**config.mk**
```make
export PLATFORM = sky130hd
export DESIGN_NAME = timer_irq_ctrl
export DESIGN_NICKNAME = d
export VERILOG_FILES = /design/src/rtl/timer_irq_ctrl.sv
export SDC_FILE = /design/constraint.sdc
export NUM_CORES = 1
export LEC_CHECK = 0
export CAP_MARGIN = 0
export CORE_MARGIN = 5
export CORE_UTILIZATION = 43
export CTS_BUF_LIST = sky130_fd_sc_hd__clkbuf_2
export DETAILED_ROUTE_END_ITERATION = 6
export GPL_TIMING_DRIVEN = 1
export HOLD_SLACK_MARGIN = 0.02
export PLACE_DENSITY = 0.87
export SETUP_SLACK_MARGIN = 0.5
export SLEW_MARGIN = 10
export SYNTH_ARGS = -nofsm -noshare
export SYNTH_HDL_FRONTEND = slang
export SYNTH_SLANG_ARGS = --single-unit
```
**constraint.sdc**
```tcl
create_clock -name clk -period 2.6 [get_ports clk]
set_input_delay 0.39 -clock clk [delete_from_list [all_inputs] [get_ports clk]]
set_output_delay 0.39 -clock clk [all_outputs]
set_load 0.01 [all_outputs]
```
**src/rtl/timer_irq_ctrl.sv**
```systemverilog
// rtl/timer_irq_ctrl.sv - sticky/maskable interrupt status and event counters for two timer done lines
// Register file is reached over a minimal single-outstanding AXI4-Lite slave.
module timer_irq_ctrl #(
  parameter int AXI_ADDR_BW_p = 12,
  parameter int EVT_CNT_BW_p  = 16
) (
  input  logic                     clk,
  input  logic                     rst_n,
  input  logic                     i_cnt0_done,
  input  logic                     i_cnt1_done,
  input  logic [AXI_ADDR_BW_p-1:0] i_axi_awaddr,
  input  logic                     i_axi_awvalid,
  input  logic                     i_axi_wvalid,
  input  logic                     i_axi_bready,
  input  logic [31:0]              i_axi_wdata,
  input  logic [AXI_ADDR_BW_p-1:0] i_axi_araddr,
  input  logic                     i_axi_arvalid,
  input  logic                     i_axi_rready,
  output logic                     o_axi_awready,
  output logic                     o_axi_wready,
  output logic                     o_axi_bvalid,
  output logic [1:0]               o_axi_bresp,
  output logic                     o_axi_arready,
  output logic                     o_axi_rvalid,
  output logic [31:0]              o_axi_rdata,
  output logic [1:0]               o_axi_rresp,
  output logic                     o_irq
);

  localparam logic [EVT_CNT_BW_p-1:0] CNT_MAX = '1;

  logic [1:0]              prev_done;
  logic [1:0]              evt;
  logic [1:0]              status;
  logic [1:0]              enable;
  logic [1:0]              status_clr;
  logic [EVT_CNT_BW_p-1:0] cnt0;
  logic [EVT_CNT_BW_p-1:0] cnt1;
  logic [EVT_CNT_BW_p-1:0] cnt0_next;
  logic [EVT_CNT_BW_p-1:0] cnt1_next;
  logic                    wr_fire;
  logic                    rd_fire;
  logic [2:0]              wr_sel;
  logic [2:0]              rd_sel;
  logic [31:0]             rd_word;
  logic                    unused_bits;

  assign evt     = {i_cnt1_done, i_cnt0_done} & ~prev_done;
  assign wr_fire = o_axi_awready & i_axi_awvalid & i_axi_wvalid;
  assign rd_fire = o_axi_arready & i_axi_arvalid;
  assign wr_sel  = i_axi_awaddr[4:2];
  assign rd_sel  = i_axi_araddr[4:2];

  assign unused_bits = ^{i_axi_awaddr, i_axi_araddr, i_axi_wdata};

  // A clear and an event on the same edge leave the count at 1, and set beats W1C.
  function automatic logic [EVT_CNT_BW_p-1:0] step_cnt(
    input logic [EVT_CNT_BW_p-1:0] cur,
    input logic                    clr,
    input logic                    ev
  );
    logic [EVT_CNT_BW_p-1:0] r;
    r = clr ? '0 : cur;
    if (ev && r != CNT_MAX) r = r + EVT_CNT_BW_p'(1);
    return r;
  endfunction

  always_comb begin
    status_clr = (wr_fire && wr_sel == 3'd0) ? i_axi_wdata[1:0] : 2'b00;
    cnt0_next  = step_cnt(cnt0, wr_fire && wr_sel == 3'd3, evt[0]);
    cnt1_next  = step_cnt(cnt1, wr_fire && wr_sel == 3'd4, evt[1]);
  end

  always_comb begin
    rd_word = '0;
    case (rd_sel)
      3'd0:    rd_word[1:0] = status;
      3'd1:    rd_word[1:0] = enable;
      3'd2:    rd_word[1:0] = status & enable;
      3'd3:    rd_word[EVT_CNT_BW_p-1:0] = cnt0;
      3'd4:    rd_word[EVT_CNT_BW_p-1:0] = cnt1;
      default: rd_word = '0;
    endcase
  end

  always_ff @(posedge clk) begin
    if (!rst_n) begin
      prev_done     <= '0;
      status        <= '0;
      enable        <= '0;
      cnt0          <= '0;
      cnt1          <= '0;
      o_irq         <= 1'b0;
      o_axi_awready <= 1'b0;
      o_axi_wready  <= 1'b0;
      o_axi_bvalid  <= 1'b0;
      o_axi_bresp   <= 2'b00;
      o_axi_arready <= 1'b0;
      o_axi_rvalid  <= 1'b0;
      o_axi_rdata   <= '0;
      o_axi_rresp   <= 2'b00;
    end else begin
      prev_done <= {i_cnt1_done, i_cnt0_done};
      status    <= (status & ~status_clr) | evt;
      cnt0      <= cnt0_next;
      cnt1      <= cnt1_next;
      o_irq     <= |(status & enable);
      if (wr_fire && wr_sel == 3'd1) enable <= i_axi_wdata[1:0];

      // Write channel: one-cycle ready pulse, then hold the response until taken.
      o_axi_awready <= i_axi_awvalid & i_axi_wvalid & ~o_axi_bvalid & ~o_axi_awready;
      o_axi_wready  <= i_axi_awvalid & i_axi_wvalid & ~o_axi_bvalid & ~o_axi_awready;
      if (wr_fire) begin
        o_axi_bvalid <= 1'b1;
        o_axi_bresp  <= (wr_sel > 3'd4) ? 2'b10 : 2'b00;
      end else if (o_axi_bvalid && i_axi_bready) begin
        o_axi_bvalid <= 1'b0;
      end

      o_axi_arready <= i_axi_arvalid & ~o_axi_rvalid & ~o_axi_arready;
      if (rd_fire) begin
        o_axi_rvalid <= 1'b1;
        o_axi_rdata  <= rd_word;
        o_axi_rresp  <= (rd_sel > 3'd4) ? 2'b10 : 2'b00;
      end else if (o_axi_rvalid && i_axi_rready) begin
        o_axi_rvalid <= 1'b0;
      end
    end
  end

endmodule

```
* Word-level counts from Yosys, hierarchy flattened
Cells that the tools add are included.
** Cells by class
- $add $sub $neg :: 2
- Reduce and logical (&&, ||, !) cells :: 13
- Bitwise operators :: 18
- Order comparisons :: 2
- Equality and inequality tests :: 9
- Multiplexer cells :: 13
** Operators by type and width (number)
- 16-bit 2-to-1 mux :: 4
- 16-bit by 1-bit adder with 16-bit output, second input constant :: 2
- 16-bit inequality test, second input constant :: 2
- 14-bit case mux with 2 select lines :: 1
- 2-bit case mux with 5 select lines :: 1
- 3-bit by 2-bit == test with 1-bit output, second input constant :: 3
- 1-bit AND :: 8
- 1-bit logical AND :: 8
- 2-bit AND :: 3
- 3-bit by 1-bit == test with 1-bit output, second input constant :: 2
- 3-bit == test, second input constant :: 2
- 3-bit > comparator, second input constant :: 2
- 3-bit logical NOT :: 2
- 2-bit 2-to-1 mux :: 3
- 1-bit 2-to-1 mux :: 4
- 1-bit NOT :: 4
- 2-bit NOT :: 2
- 2-bit nonzero test :: 2
- 2-bit bitwise OR :: 1
- 2-bit OR reduction :: 1
** Storage, ports and cells
- Word-level logic and storage cells :: 70
- Register bits :: 63
- Input bits :: 65

* Depth between registers and ports, before layout
- Depth in word-level cells :: 7
- Depth in mapped cells :: 11
- Gate-level depth less buffers :: 8

* Worst setup path after synthesis
Ideal clock, no wire load.
- Kind :: input to register
- Start :: in i_axi_wvalid
- End :: reg cnt0[11]
- Library setup time :: 0.127 ns
- Data arrival time :: 2.422 ns
- Required time :: 2.473 ns
- Stages :: 11
- Setup slack :: 0.051 ns
- Path through :: nand3_1 clkbuf_1 or2_2 clkbuf_1 and2_1 ha_1 inv_1 nor4_1 clkbuf_1 a211oi_1 mux2i_1
** On the way
- Word-level cells in the longest chain between the ends :: 6
** RTL lines
- start, declared :: RTL line 13 : input logic i_axi_wvalid,
- 1-bit AND (*) :: RTL line 49 : assign wr_fire = o_axi_awready & i_axi_awvalid & i_axi_wvalid;
- 1-bit logical AND (*) :: RTL line 70 : cnt0_next = step_cnt(cnt0, wr_fire && wr_sel == 3'd3, evt[0]);
- 16-bit 2-to-1 mux (*) :: RTL line 63 : r = clr ? '0 : cur;
- branches (longest 2 deep; another with 16-bit by 1-bit adder with 16-bit output)
- 16-bit 2-to-1 mux (*) :: RTL line 64 : if (ev && r != CNT_MAX) r = r + EVT_CNT_BW_p'(1);
- end signal, assigned :: RTL line 105 : cnt0 <= cnt0_next;
- end, declared :: RTL line 37 : logic [EVT_CNT_BW_p-1:0] cnt0;
Mark *: on every way between the ends.
A chain may end at the register's enable or synchronous reset.

* Worst setup path in the final report
- Start :: reg cnt0[2]
- End :: reg cnt0[0]
** On the way
- Word-level cells in the longest chain between the ends :: 4
** RTL lines (RTL line)
- 16-bit 2-to-1 mux :: 63
- 16-bit inequality test :: 64
- 1-bit logical AND :: 64
- 16-bit 2-to-1 mux :: 64
No other way between the ends.

==> impl_results.md <==
* Status: completed
* CTS tree: done
* R2R depth at 5
* Worst R2R Start: cnt0[2]
* Pwr Density at 496 mW/mm2
* Share of the synthesized area in the top cell type at 38.8%
* Worst Hold Launch: o_axi_bresp[1]
* Worst Path Arrival at 2.41 ns
* Crit path to: cnt0[0]
* Die height at 95.5 um
* Maxcap violations at 0
* Clock root cell: clkbuf_2
* Setup TNS at 0 ns
* CTS Sinks at 61
* I/O Pins at 107
* Placed insts at 499
* Biggest cell delay along the critical path at 0.55 ns
* Fin. Hold Viols at 0
* Worst path bufs/invs at 1
* Drt via density at 5.72
* CP Launch Type: flop
* Min-delay worst type: reg -> reg
* Antenna cell count at 0
* Lkg Pwr at 1.32 nW
* Worst clock skew at 0.0259 ns
* Worst EP required at 3.03 ns
* Worst Hold Margin at 0.473 ns
* Warnings from Yosys at 0
* Most used flip-flop cell after synthesis: dfxtp_1
* Share of layout cells above drive strength 1 at 11.5%
* Reg2Reg Setup Slack at 0.62 ns
* Port Buf Inserts at 40
* Mapped Area at 0.00315 mm2
* Drt pass-1 iters at 4
* Setup violations, final at 0
* Largest net degree at the start of global routing at 32
* Synth area leader: dfxtp_1
* FF+latch count, synth at 61
* Starting Density at 43.9%
* Routed wire per std cell at 15.4 um
* Die Footprint at 0.00913 mm2
* Die X at 95.5 um
* Placer congestion estimate at 0.853
* First-pass GRT wire length at 13.1 mm
* DP Wirelength at 5.98 mm
* Post-Synthesis Cells at 368
* CP cell instances: and4_1, o2111a_1, a21boi_0, buf_4, mux2i_1
* Syn Area/Cell at 8.55 um2
* Max Fanout on Critical Path at 12
* Final period util at 76.1%
* Core area at 0.00718 mm2
* Vias post-DR at 2944
* Crit path capture type: flop
* Final wirelength at 7.91 mm
* Largest delay share family, worst path: compound AO/OA/AOI/OAI gates
* Worst slew pin tran at 0.823 ns
* Crit Path Category: reg -> reg
* ANT nets after route at 0
* Skew-Pair Late Insertion Delay at 0.54 ns
* # rows at 31
* RSZ-0062 raised after global routing: false
* Final slew viol count at 0
* Slew Limit Headroom at 44.7%
* Total GRT Usage at 18.5%
* Fin cells at 515
* Vias in the first global route at 2804
* CTS Buffer Depth at 2
* Clock Pin Slew Worst Setup and Hold Paths at 0.18 ns
* Grt ovf at 0
* Final #Nets at 477
* Final worst path period need at 1.98 ns
* Number of synthesized flops with an enable pin at 0
* Crit path depth at 5
* VDD IR-drop max at 0.238 mV
* Initial drt markers at 187
* CTS buffer count at 9
* Critical-path top delay cell: o2111a_1
* # DRC at 0
* Synth area leaders: dfxtp_1, mux2i_1, buf_4, a21oi_1, a221oi_1
* Initial antenna violation count at 0
* H-tree depth at 3
* Yosys cell types at 58
* Sequential cell area fraction in the yosys report at 38.8%
* Ys async rst share at 0%
* Reg2reg end: cnt0[0]
* Max Clk Rate at 0.506 GHz
* Area Growth Syn to Fin at 20.8%
* Crit path from: cnt0[2]
cell usage after synthesis, types with 2 or more instances:
cell and count:
dfxtp_1 61, nand2_1 29, a21oi_1 26, nor2_1 24, nor3_1 20, buf_4 19, mux2i_1 18, nand3_1 16
clkbuf_1 15, a221oi_1 14, nand2b_1 12, o21ai_0 11, nand4_1 7, a211oi_1 6, and2_1 6, a21boi_0 5
o31ai_1 5, a21o_1 4, buf_1 4, inv_1 4, nand3b_1 4, o21a_1 4, or4_1 4, and3_1 3
nor4_1 3, or3_1 3, a31oi_1 2, and3b_1 2, and4b_1 2, nand4b_1 2, nor2b_1 2, nor4b_1 2
o2111a_1 2, o211ai_1 2, or2_2 2
timing repair:
item	CTS	global route
hold buffers	0	0
resized for setup	0	2
setup endpoints to repair	0	9
setup buffers	0	0
final cells by class:
class                   count  area (um2)
fillers                   658        3370
repair buffers             54         505
clock buffers               9        45.0
inverters                   4        15.0
multi-input cells         281        1790
clock inverters             7        98.8
well taps                  99         124
flip-flops and latches     61        1220
metal layers:
metal  global-route usage, %  share of wire, %  vias to the layer above
met1                    21.6                39                     1381
met3                    3.47               7.0                       23
met5                       0                 0                        -
met2                    32.1                51                      105
li1                        -                 -                     1435
met4                    9.48               2.4                        0
stage by stage:
stage / cell area, um2 / power, mW / util, % / worst slack, ns
after floorplan: 3270 / 1.12 / - / 0.506
after global placement: 3650 / 1.19 / 50.8 / 0.0712
after detailed placement: 3650 / 1.20 / 50.8 / -0.00577
after CTS: 3790 / 1.89 / 52.8 / 0.563
after global routing: 3800 / 1.96 / 53.0 / 0.517
final: 3800 / 1.89 / 53.0 / 0.622
cells in the final DEF (no fill, tap or decap), types with 3 or more instances in the layout:
cell type        count
a221oi_1            14
inv_1                3
clkdlybuf4s50_1     40
or4_1                4
a211oi_2             3
and2_1               6
a21o_1               4
nand2b_1            12
nand4_1              7
a21oi_1             26
nand3b_1             4
nor2_1              24
buf_4               14
clkbuf_2             9
a21boi_0             5
and3_1               3
or3_1                3
o21a_1               4
dfxtp_1             60
conb_1              18
a211oi_1             3
nand2_1             29
o21ai_0             11
nand3_1             15
mux2i_1             18
nor3_1              20
o31ai_1              5
worst min-delay path by stage:
| stage | to | slack (ns) | cells past startpoint |
|---|---|---|---|
| after floorplan | cnt0[5] | 0.45 | 2 |
| after global placement | o_axi_wready | 0.42 | 1 |
| final | o_axi_bresp[1] | 0.47 | 2 |
| after global routing | o_axi_bvalid | 0.48 | 3 |
| after detailed placement | o_axi_wready | 0.42 | 1 |
| after CTS | o_axi_wready | 0.47 | 1 |
kinds of logic (layout without fill, tap and decap cells):
group,after synthesis,in the layout,share of synthesized area [%]
simple gates,149,149,25.6
compound gates,94,94,21.4
mux,19,19,6.08
flops,61,61,38.8
buf+inv,43,74,7.63
other cells,1,18,0.119
fa+ha+maj,1,1,0.398
power by group:
| group | internal (mW) | switching (mW) | total, mW |
|---|---|---|---|
| clock network | 0.322 | 0.387 | 0.709 |
| logic | 0.0952 | 0.104 | 0.199 |
| registers | 0.960 | 0.0184 | 0.979 |
worst reg2reg max path, delay by kind of cell, from the launching register on:
kind | cells | cell delay (ns)
AOI/OAI and AO/OA | 2 | 0.73
muxes | 1 | 0.11
DFF | 1 | 0.51
buffers and inverters | 1 | 0.18
and+or+nand+nor | 1 | 0.35
sequential cells by signal, indices dropped and copies added (netlist names):
signal         cells
prev_done          2
o_axi_rvalid       1
o_irq              1
o_axi_bresp        1
o_axi_bvalid       1
cnt0              16
o_axi_rresp        1
enable             2
status             2
cnt1              16
o_axi_rdata       16
o_axi_wready       1
o_axi_arready      1
No activity file was read; power rests on OpenSTA's default activity.
